### config.mk
export PLATFORM = sky130hd
export DESIGN_NAME = prog_loader
export DESIGN_NICKNAME = d
export VERILOG_FILES = /design/src/rtl/prog_loader.sv
export SDC_FILE = /design/constraint.sdc
export NUM_CORES = 1
export LEC_CHECK = 0
export ABC_AREA = 1
export CAP_MARGIN = 20
export CORE_MARGIN = 3
export CORE_UTILIZATION = 55
export CTS_CLUSTER_SIZE = 25
export DETAILED_ROUTE_END_ITERATION = 8
export GPL_TIMING_DRIVEN = 0
export PLACE_DENSITY = 0.95
export SYNTH_ARGS = -nofsm -noshare
export SYNTH_HDL_FRONTEND = slang
export SYNTH_SLANG_ARGS = --single-unit
### constraint.sdc
create_clock -name clk -period 7.3 [get_ports clk]
set_input_delay 1.46 -clock clk [delete_from_list [all_inputs] [get_ports clk]]
set_output_delay 1.46 -clock clk [all_outputs]
set_load 0.01 [all_outputs]
### src/rtl/prog_loader.sv
`default_nettype none
// -----------------------------------------------------------------------------
// Module  : prog_loader
// Purpose : Buffers a 32-bit instruction stream in a small FIFO and writes it
//           into the pipeline's instruction memory at a paced rate. It then
//           releases the core to run and watches `value` for the pass flag.
//           Optional: define LOADER_TIMEOUT_EN to bound the RUN phase.
// Revision: 1.0 - initial release
// -----------------------------------------------------------------------------
module prog_loader #(
    parameter int DEPTH     = 4,
    parameter int MAX_WORDS = 1024,
    parameter int WR_GAP    = 0,
    parameter int TIMEOUT   = 4096
) (
    input  logic        clk,
    input  logic        rst_n,
    input  logic        s_valid,
    output logic        s_ready,
    input  logic [31:0] s_data,
    input  logic        s_last,
    output logic        start,
    output logic [31:0] address,
    output logic [31:0] instruction,
    output logic        DataOrReg,
    output logic [31:0] check_address,
    input  logic [31:0] value,
    output logic [10:0] word_count,
    output logic        done,
    output logic        pass
);
    localparam int          AW       = (DEPTH > 1) ? $clog2(DEPTH) : 1;
    localparam int          GW       = (WR_GAP > 0) ? $clog2(WR_GAP + 1) : 1;
    localparam logic [31:0] NOP      = 32'h0000_0013;
    localparam logic [AW:0] FULL     = (AW + 1)'(DEPTH);
    localparam logic [10:0] LAST_IDX = 11'(MAX_WORDS - 1);

    typedef enum logic [2:0] {IDLE, LOAD, DRAIN, RUN, DONE} state_e;

    state_e         state_q, state_d;
    logic [31:0]    mem_q [DEPTH];
    logic [AW-1:0]  wptr_q, rptr_q;
    logic [AW:0]    occ_q, occ_d;
    logic [GW-1:0]  gap_q;
    logic [10:0]    acc_q, wc_q;
    logic           s_ready_q, s_ready_d;
    logic           start_q, dor_q, done_q, pass_q, pass_d;
    logic [31:0]    address_q, instr_q;
    logic           accept, pop;
`ifdef LOADER_TIMEOUT_EN
    localparam int          TW       = $clog2(TIMEOUT + 1);
    localparam logic [TW-1:0] RUN_END = TW'(TIMEOUT - 1);
    logic [TW-1:0]  run_cnt_q;
`endif

    always_comb begin
        accept    = s_valid && s_ready_q;
        pop       = ((state_q == LOAD) || (state_q == DRAIN)) && (occ_q != '0) && (gap_q == '0);
        occ_d     = occ_q + {{AW{1'b0}}, accept} - {{AW{1'b0}}, pop};
        state_d   = state_q;
        pass_d    = pass_q;
        case (state_q)
            IDLE, LOAD: begin
                if (accept)
                    state_d = (s_last || (acc_q == LAST_IDX)) ? DRAIN : LOAD;
            end
            // occ_q==0 here means the final pop has already been on the bus for a cycle
            DRAIN: if (occ_q == '0) state_d = RUN;
            RUN: begin
                if (value == 32'd1) begin
                    state_d = DONE;
                    pass_d  = 1'b1;
                end
`ifdef LOADER_TIMEOUT_EN
                else if (run_cnt_q == RUN_END) begin
                    state_d = DONE;
                end
`endif
            end
            DONE:    state_d = DONE;
            default: state_d = IDLE;
        endcase
        // Registered ready reflects occupancy after this edge, so a full FIFO blocks even while popping
        s_ready_d = (state_d == IDLE) || ((state_d == LOAD) && (occ_d != FULL));
    end

    always_ff @(posedge clk) begin
        if (accept) mem_q[wptr_q] <= s_data;
    end

    always_ff @(posedge clk or negedge rst_n) begin
        if (!rst_n) begin
            state_q   <= IDLE;
            wptr_q    <= '0;
            rptr_q    <= '0;
            occ_q     <= '0;
            gap_q     <= '0;
            acc_q     <= '0;
            wc_q      <= '0;
            s_ready_q <= 1'b0;
            start_q   <= 1'b0;
            dor_q     <= 1'b0;
            done_q    <= 1'b0;
            pass_q    <= 1'b0;
            address_q <= '0;
            instr_q   <= NOP;
        end else begin
            state_q   <= state_d;
            occ_q     <= occ_d;
            s_ready_q <= s_ready_d;
            start_q   <= (state_d == LOAD) || (state_d == DRAIN);
            dor_q     <= (state_d == RUN) || (state_d == DONE);
            done_q    <= (state_d == DONE);
            pass_q    <= pass_d;
            if (accept) begin
                wptr_q <= wptr_q + 1'b1;
                acc_q  <= acc_q + 11'd1;
            end
            if (pop) begin
                rptr_q    <= rptr_q + 1'b1;
                address_q <= {21'd0, wc_q};
                instr_q   <= mem_q[rptr_q];
                wc_q      <= wc_q + 11'd1;
                gap_q     <= GW'(WR_GAP);
            end else if (gap_q != '0) begin
                gap_q <= gap_q - 1'b1;
            end
        end
    end

`ifdef LOADER_TIMEOUT_EN
    always_ff @(posedge clk or negedge rst_n) begin
        if (!rst_n)               run_cnt_q <= '0;
        else if (state_q == RUN)  run_cnt_q <= run_cnt_q + 1'b1;
        else                      run_cnt_q <= '0;
    end
`endif

    assign s_ready       = s_ready_q;
    assign start         = start_q;
    assign address       = address_q;
    assign instruction   = instr_q;
    assign DataOrReg     = dor_q;
    assign check_address = 32'd0;
    assign word_count    = wc_q;
    assign done          = done_q;
    assign pass          = pass_q;

endmodule
`default_nettype wire

==> flow_summary.json, run 1 <==
{
  "max_freq_mhz": 289,
  "grt_max_degree": 47,
  "slowest_delay_ps": 450,
  "max_cap_viol_count": 0,
  "numCtsBuffers": 21,
  "status": "finished clean",
  "syn_area_sq_um": 8600,
  "setup_viol": 0,
  "holdWs_ps": 464,
  "yosysSeqAreaShare_pct": 68.0,
  "final_common_cell": "nor2_1",
  "ant_nets": 0,
  "grt_util_all_layers_pct": 24.2,
  "fin_crit_ps": 3460,
  "worst-path-max-fanout": 10,
  "synth-simple-area-share_pct": 12.9,
  "clk_latency_ps": 490,
  "die_h_um": 131,
  "swShare_pct": 37.4,
  "drive_above_1_share_pct": 11.8,
  "hpwlAfterDp_um": 13900,
  "skew_ps": 8.73,
  "grt_overflow_total": 0,
  "intPower_mw": 2.82,
  "tightest_slew_ps": 659,
  "start_kind": "primary input",
  "tritoncts": "yes",
  "final_cell_mix": "202 x nor2_1, 128 x edfxtp_1, 125 x clkdlybuf4s50_1, 77 x dfrtp_1, 75 x o21ai_0",
  "via_per_inst": 5.28,
  "synth_compound_area_share_pct": 6.92,
  "die_x_um": 131,
  "clockPowerShare_pct": 21.7,
  "crit_arrival_ps": 3840,
  "nets": 1041,
  "syn_area_per_cell_sq_um": 11.3,
  "cts.clk_slew.worst_paths_ps": 60,
  "switching_power_mw": 1.68,
  "cts_root_buffer": "clkbuf_16",
  "synth_top_family_by_area": "simple AND/OR/NAND/NOR gates",
  "synth-adder-area-share_pct": 1.40,
  "path_cells": "clkdlybuf4s50_1 > nand2_1 > buf_4 > ha_1 > inv_1 > ha_1 > inv_1 > fa_1 > xnor2_1 > xnor2_1 > nand2_1 > nor2_1 > nor2_1",
  "die_area_sq_um": 17200,
  "ys_seq_elements": 208,
  "clockBufferDepth": 3,
  "power.share.sequential_pct": 38.3,
  "initial_core_util_pct": 56.4,
  "rows": 45,
  "end_kind": "flip-flop",
  "coreArea_sq_um": 15300,
  "dp_cells": 1152,
  "vias": 6285,
  "grt_pass1_vias": 6254,
  "p_per_area_nw_per_um2": 405,
  "hp-class": "flip-flop to flip-flop",
  "place_congestion": 0.858,
  "portBuffers": 126,
  "yosysWarnings": 0,
  "crit_type": "primary input to flip-flop",
  "comb_power_share_pct": 40.0,
  "maxSlewHeadroom_pct": 56.0,
  "slew_viol_final": 0,
  "drc": 0,
  "hold_viol_final": 0,
  "drt_wl_total_um": 21200,
  "period_share_pct": 47.4,
  "synthMuxAreaShare_pct": 0,
  "syn-instance-count": 758,
  "final_cell_count_no_fill": 1190,
  "htreeDepth": 1,
  "p_leak_nw": 4.52,
  "yosysUniqueCellTypes": 27,
  "utilization_pct": 72.8,
  "syn_to_final_growth_pct": 29.1,
  "cts-resized-gates": 0,
  "r2r_slack_ps": 4250,
  "ctsHoldBuffers": 0,
  "n_antenna_cell": 0,
  "wl_per_cell_um": 17.8,
  "io_pins": 180,
  "tns_ps": 0,
  "crit_required_ps": 7680,
  "synth_xor_area_share_pct": 2.44,
  "grt_pass1_wl_um": 31900,
  "antenna_found_initial": 1,
  "cts_setup_buffers": 0,
  "critPathBufInv": 4,
  "rsz0062_at_grt": "no",
  "critical_path.slowest_cell": "clkdlybuf4s50_1",
  "first_iter_violations": 608,
  "drt-pass1-iter-count": 6,
  "critPathTopFamily": "adder cells",
  "ir_drop_mv": 0.323,
  "cts.sinks": 208
}
==> sequential cells by signal, indices dropped and copies added, names as in the netlist <==
signal       cells
word_count      11
rptr_q           2
DataOrReg        1
done             1
acc_q           11
start            1
pass             1
wptr_q           2
instruction     32
state_q          3
s_ready          1
occ_q            3
address         11
mem_q          128
==> power by group through the flow <==
stage | registers [mW] | clock network, mW | logic [mW]
final | 1.72 | 0.976 | 1.80
after global routing | 1.75 | 1.03 | 1.95
after CTS | 1.72 | 0.983 | 1.78
after detailed placement | 1.73 | 0 | 1.74
after global placement | 1.73 | 0 | 1.59
after floorplan | 1.76 | 0 | 0.956
==> Yosys cell counts <==
cell type / n / area share [%]
nand3_1: 9 / 0.52
nor3_1: 8 / 0.47
ha_1: 8 / 1.2
nor2_2: 1 / 0.073
nand2_4: 1 / 0.13
xnor2_1: 6 / 0.61
edfxtp_1: 128 / 45
dfrtp_1: 77 / 22
buf_4: 55 / 4.8
nand4_1: 3 / 0.22
nand3b_1: 1 / 0.087
buf_6: 5 / 0.65
nand2_1: 55 / 2.4
conb_1: 1 / 0.044
inv_2: 2 / 0.087
dfstp_2: 3 / 0.92
a21o_1: 1 / 0.087
o21ai_1: 1 / 0.058
a31oi_1: 32 / 2.3
buf_2: 11 / 0.64
clkbuf_1: 14 / 0.61
inv_1: 35 / 1.5
nor2_1: 206 / 9.0
a21boi_0: 1 / 0.087
o21ai_0: 75 / 4.4
xor2_1: 18 / 1.8
fa_1: 1 / 0.23
==> final timing paths <==
kind / endpoint / from / cells after the start
setup / recovery: s_ready / s_valid / 13
min in group asynchronous: start / rst_n / 1
hold / removal: pass / pass / 1
hold reg to reg: pass / pass / 1
max in group asynchronous: instruction[4] / rst_n / 2
setup reg to reg: s_ready / state_q[1] / 17
==> routing by layer <==
metal  global-route usage [%]  part of all wire [%]  vias up
li1                         -                     -     2845
met1                     28.6                    35     2925
met2                     42.7                    51      444
met3                     4.98                    10       69
met4                     10.7                   3.5        2
met5                        0                 0.085        -
==> final cells by class <==
type | count | area (sq um)
clock inverter | 13 | 62.6
tap | 211 | 264
multi-input combinational | 480 | 2260
fill | 937 | 4150
buffer | 85 | 577
inverter | 37 | 139
sequential | 208 | 5850
clock buffer | 25 | 561
timing repair buffer | 131 | 1390
==> through the flow <==
stage | power [mW] | setup slack, ps | area (sq um)
floorplan | 2.72 | 3820 | 8800
global placement | 3.32 | 1810 | 10300
detailed placement | 3.48 | 3410 | 10500
CTS | 4.49 | 3840 | 11100
global route | 4.73 | 3730 | 11100
finish | 4.50 | 3840 | 11100
==> kinds of logic after synthesis <==
| logic type | count (synthesis) |
|---|---|
| adder cells (fa/ha/maj) | 9 |
| AND/OR/NAND/NOR | 284 |
| XOR/XNOR | 24 |
| AO/OA/AOI/OAI | 110 |
| flip-flops | 208 |
| other | 1 |
| buffers and inverters | 122 |
No activity file was read; power rests on OpenSTA's default activity.
==> inputs of run 2 (changes only) <==
--- a/config.mk
+++ b/config.mk
@@ -8,11 +8,11 @@
 export ABC_AREA = 1
 export CAP_MARGIN = 20
 export CORE_MARGIN = 3
-export CORE_UTILIZATION = 55
+export CORE_UTILIZATION = 51
 export CTS_CLUSTER_SIZE = 25
 export DETAILED_ROUTE_END_ITERATION = 8
 export GPL_TIMING_DRIVEN = 0
-export PLACE_DENSITY = 0.95
+export PLACE_DENSITY = 0.92
 export SYNTH_ARGS = -nofsm -noshare
 export SYNTH_HDL_FRONTEND = slang
 export SYNTH_SLANG_ARGS = --single-unit
==> constraint.sdc (replaced) <==
create_clock -name clk -period 3.49 [get_ports clk]
set_input_delay 0.698 -clock clk [delete_from_list [all_inputs] [get_ports clk]]
set_output_delay 0.698 -clock clk [all_outputs]
set_load 0.01 [all_outputs]
==> run 2 against run 1 <==
Count of clock-buffer cells in the layout up 6; sequential share of layout area down 0.31 points; total power is 110% higher; first-iteration DRC count down 26%; setup slack worse by 3300 ps; global-route usage decreased by 1.8 points; largest cell class unchanged; flip-flop and latch count did not move; sequential power increased by 110%.
==> flow_summary.json, run 2 (synthesized netlist as in run 1, its figures left out) <==
{
  "status": "finished clean",
  "place_congestion": 0.830,
  "first_iter_violations": 451,
  "hpwlAfterDp_um": 13500,
  "numCtsBuffers": 22,
  "grt_pass1_vias": 6279,
  "clockPowerShare_pct": 23.4,
  "crit_arrival_ps": 3350,
  "drt-pass1-iter-count": 5,
  "grt_util_all_layers_pct": 22.4,
  "vias": 6247,
  "syn_to_final_growth_pct": 29.8,
  "largest_reg_flops": 128,
  "ctsHoldBuffers": 0,
  "multiInputGateArea_sq_um": 2260,
  "initial_core_util_pct": 53.2,
  "pre_cts_ws_ps": 384,
  "stdcell_area_sq_um": 11200,
  "slew_viol_final": 0,
  "die_x_um": 136,
  "htreeDepth": 1,
  "switching_power_mw": 3.49,
  "utilization_pct": 69.1,
  "p_per_area_nw_per_um2": 853,
  "tritoncts": "yes",
  "portBuffers": 126,
  "cts.sinks": 208,
  "period_share_pct": 85.0,
  "power.share.sequential_pct": 37.9,
  "start_kind": "flip-flop",
  "antenna_found_initial": 2,
  "drc": 0,
  "rows": 46,
  "cts_root_buffer": "clkbuf_16",
  "final_cell_count_no_fill": 1199,
  "nets": 1042,
  "final_cell_mix": "202 x nor2_1, 128 x edfxtp_1, 125 x clkdlybuf4s50_1, 77 x dfrtp_1, 75 x o21ai_0",
  "rsz0062_at_grt": "no",
  "die_h_um": 136,
  "placed_area_sq_um": 10500,
  "setup_viol": 0,
  "grt_pass1_wl_um": 32100,
  "max_cap_viol_count": 0,
  "dp_cells": 1157,
  "hp-class": "primary input to async pin",
  "cts-resized-gates": 0,
  "fin_crit_ps": 2970,
  "crit_type": "flip-flop to flip-flop",
  "coreArea_sq_um": 16200,
  "setup_ws_ps": 523,
  "swShare_pct": 36.6,
  "maxSlewHeadroom_pct": 57.1,
  "clk_latency_ps": 510,
  "via_per_inst": 5.21,
  "die_area_sq_um": 18500,
  "wl_per_cell_um": 17.4,
  "worst-path-max-fanout": 10,
  "n_fill_cell": 1026,
  "crit_required_ps": 3870,
  "tightest_slew_ps": 643,
  "tns_ps": 0,
  "intPower_mw": 6.04,
  "skew_ps": 25.0,
  "p_total_mw": 9.52,
  "cts_setup_buffers": 0,
  "regArea_sq_um": 5850,
  "final_common_cell": "nor2_1",
  "grt_max_degree": 42,
  "comb_power_share_pct": 38.8,
  "cts.clk_slew.worst_paths_ps": 60,
  "ant_nets": 0,
  "p_leak_nw": 4.54,
  "regMostFlops": "mem_q",
  "end_kind": "flip-flop",
  "drt_wl_total_um": 20900,
  "grt_overflow_total": 0,
  "drive_above_1_share_pct": 12.2,
  "io_pins": 180,
  "holdWs_ps": 184,
  "clockBufferDepth": 3,
  "max_freq_mhz": 337,
  "hold_viol_final": 0,
  "ir_drop_mv": 0.586
}
-- run 2: changes by cell type in the layout (fill, tap and decap cells not counted) --
| cell | previous run | this run |
|---|---|---|
| clkinv_1 | 8 | 1 |
| buf_16 | 4 | 2 |
| clkbuf_1 | 16 | 21 |
| clkinv_8 | 0 | 1 |
| diode_2 | 0 | 2 |
| bufinv_16 | 0 | 1 |
| clkbuf_16 | 21 | 22 |
| buf_12 | 1 | 3 |
| clkinvlp_4 | 0 | 2 |
| inv_6 | 1 | 0 |
-- run 2: routing by layer --
layer	global-route usage, %	vias to the layer above	wire, um
li1	-	2858	-
met1	26.1	2964	7310
met2	39.8	363	10800
met3	4.29	62	1970
met4	10.6	0	753
met5	0	-	0
-- run 2: power groups by stage --
stage	clock network (mW)	registers, mW	logic, mW
2_1_floorplan	0	3.69	2.00
3_3_place_gp	0	3.63	3.35
3_5_place_dp	0	3.63	3.61
4_1_cts	2.24	3.60	3.69
5_1_grt	2.35	3.65	4.03
6_report	2.22	3.61	3.69
-- run 2: worst paths after layout --
path                       startpoint               to  slack, ps  cells past startpoint
setup reg to reg           state_q[1]          s_ready        520                     17
min in group clk                 pass             pass        460                      1
max in group asynchronous       rst_n  instruction[24]       2680                      2
hold reg to reg                  pass             pass        460                      1
hold / removal                  rst_n          s_ready        180                      1
setup / recovery           state_q[1]          s_ready        520                     17
-- run 2: final cells by class --
class,count,share of cell area [%]
antenna,2,0.0448
buffer,85,5.16
clock buffer,31,5.41
clock inverter,9,0.795
inverter,37,1.24
multi-input combinational,480,20.3
sequential,208,52.4
tap,216,2.42
timing repair buffer,131,12.3
-- run 2: critical path, stage by stage, from the launching register on --
cell	delay (ps)
dfrtp_1	410
nand2_1	120
nand2_1	80
nor2_2	150
nand2_4	130
inv_2	90
buf_6	150
buf_4	210
ha_1	260
inv_1	60
ha_1	130
inv_1	40
fa_1	380
xnor2_1	210
xnor2_1	170
nand2_1	90
nor2_1	100
nor2_1	70
==> inputs of run 3 (changes only) <==
--- a/config.mk
+++ b/config.mk
@@ -7,8 +7,8 @@
 export LEC_CHECK = 0
 export ABC_AREA = 1
 export CAP_MARGIN = 20
-export CORE_MARGIN = 3
 export CORE_UTILIZATION = 51
+export CTS_BUF_LIST = sky130_fd_sc_hd__clkbuf_16
 export CTS_CLUSTER_SIZE = 25
 export DETAILED_ROUTE_END_ITERATION = 8
 export GPL_TIMING_DRIVEN = 0
==> run 3 against run 2 <==
Routed wire length decreased by 6.0%; flip-flop and latch count is the same; setup slack better by 39 ps; count of clock-buffer cells in the layout shrank 9; clock skew decreased by 10 ps; utilization down 1.4 points; largest cell class unchanged; die area fell by 5.8%; sequential power is essentially flat; sequential share of layout area decreased by 0.059 points.
==> flow_summary.json, run 3 (synthesized netlist as in run 1, its figures left out) <==
{
  "status": "finished clean",
  "max_cap_viol_count": 0,
  "via_per_inst": 5.10,
  "crit_arrival_ps": 3320,
  "drt_wl_total_um": 19600,
  "final_cell_count_no_fill": 1202,
  "drt-pass1-iter-count": 6,
  "ctsHoldBuffers": 0,
  "hp-class": "primary input to async pin",
  "start_kind": "flip-flop",
  "numCtsBuffers": 22,
  "worst-path-max-fanout": 10,
  "final_cell_mix": "202 x nor2_1, 128 x edfxtp_1, 125 x clkdlybuf4s50_1, 77 x dfrtp_1, 75 x o21ai_0",
  "p_per_area_nw_per_um2": 842,
  "grt_overflow_total": 0,
  "drc": 0,
  "wl_per_cell_um": 16.3,
  "placed_area_sq_um": 10500,
  "drive_above_1_share_pct": 12.2,
  "ant_nets": 0,
  "dp_cells": 1161,
  "nets": 1042,
  "fin_crit_ps": 2930,
  "die_h_um": 132,
  "cts.sinks": 208,
  "critPathBufInv": 5,
  "die_area_sq_um": 17400,
  "cts_root_buffer": "clkbuf_16",
  "clk_latency_ps": 510,
  "coreArea_sq_um": 16500,
  "grt_pass1_wl_um": 31100,
  "hpwlAfterDp_um": 13300,
  "tritoncts": "yes",
  "die_x_um": 132,
  "n_fill_cell": 1111,
  "rr_worst_depth": 17,
  "path_cells": "nand2_1 > nand2_1 > nor2_2 > nand2_4 > inv_2 > buf_6 > buf_4 > ha_1 > inv_1 > ha_1 > inv_1 > fa_1 > xnor2_1 > xnor2_1 > nand2_1 > nor2_1 > nor2_1",
  "r2r_slack_ps": 560,
  "grt_max_degree": 51,
  "skew_ps": 14.9,
  "worstReg2RegStart": "state_q[1]",
  "rsz0062_at_grt": "no",
  "end_kind": "flip-flop",
  "io_pins": 180,
  "rr_endpoint": "s_ready",
  "slowest_delay_ps": 420,
  "hold_viol_final": 0,
  "syn_to_final_growth_pct": 30.0,
  "tightest_slew_ps": 658,
  "final_common_cell": "nor2_1",
  "grt_util_all_layers_pct": 22.9,
  "period_share_pct": 83.9,
  "regMostFlops": "mem_q",
  "portBuffers": 126,
  "htreeDepth": 1,
  "p_leak_nw": 4.57,
  "crit_type": "flip-flop to flip-flop",
  "place_congestion": 0.807,
  "max_freq_mhz": 341,
  "worst-path-stages": 17,
  "crit_top_cell": "nand2_1",
  "initial_core_util_pct": 52.1,
  "grt_pass1_vias": 6270,
  "crit_required_ps": 3880,
  "largest_reg_flops": 128,
  "rows": 47,
  "antenna_found_initial": 1,
  "maxSlewHeadroom_pct": 56.0,
  "clockBufferDepth": 3,
  "slew_viol_final": 0,
  "cts-resized-gates": 0,
  "cts.clk_slew.worst_paths_ps": 60,
  "critPathTopFamily": "adder cells",
  "cts_setup_buffers": 0,
  "first_iter_violations": 519,
  "critical_path.slowest_cell": "dfrtp_1",
  "stdcell_area_sq_um": 11200,
  "vias": 6126,
  "setup_viol": 0,
  "ir_drop_mv": 0.612
}
-- run 3: worst max path at each step --
stage,from,to
final,state_q[1],s_ready
after global routing,occ_q[1],s_ready
after CTS,state_q[1],s_ready
after detailed placement,s_valid,s_ready
after global placement,rst_n,address[10]
after floorplan,s_valid,mem_q[0][0]
-- run 3: final cells by class --
cell class / instances / area [sq um] / area share, %
diodes: 1 / 2.50 / 0.0224
clock buffers: 22 / 551 / 4.92
plain buffers: 85 / 577 / 5.16
well taps: 220 / 275 / 2.46
inverters: 37 / 139 / 1.24
repair buffers: 131 / 1400 / 12.5
flip-flops and latches: 208 / 5850 / 52.3
clock inverters: 18 / 130 / 1.16
multi-input cells: 480 / 2260 / 20.2
-- run 3: routing by layer --
| metal | up-vias | part of all wire [%] | track usage (%) |
|---|---|---|---|
| li1 | 2860 | - | - |
| met2 | 325 | 52 | 41.6 |
| met1 | 2882 | 35 | 25.7 |
| met4 | 0 | 3.8 | 11.9 |
| met5 | - | 0 | 0 |
| met3 | 59 | 8.5 | 4.34 |
-- run 3: report_power, final --
group          switching [mW]  internal, mW  total [mW]
logic                    2.19          1.48        3.66
registers               0.316          3.28        3.59
clock network           0.929          1.23        2.16
-- run 3: through the flow --
stage | util (%) | setup slack, ps | hold WS, ps | TNS (ps) | power (mW)
CTS | 67.7 | 551 | 158 | 0 | 9.45
detailed placement | 63.5 | 366 | 461 | 0 | 7.24
global placement | 62.5 | -1220 | 441 | -172290 | 6.97
floorplan | - | 771 | 402 | 0 | 5.69
global route | 67.7 | 431 | 178 | 0 | 9.94
finish | 67.7 | 562 | 152 | 0 | 9.42
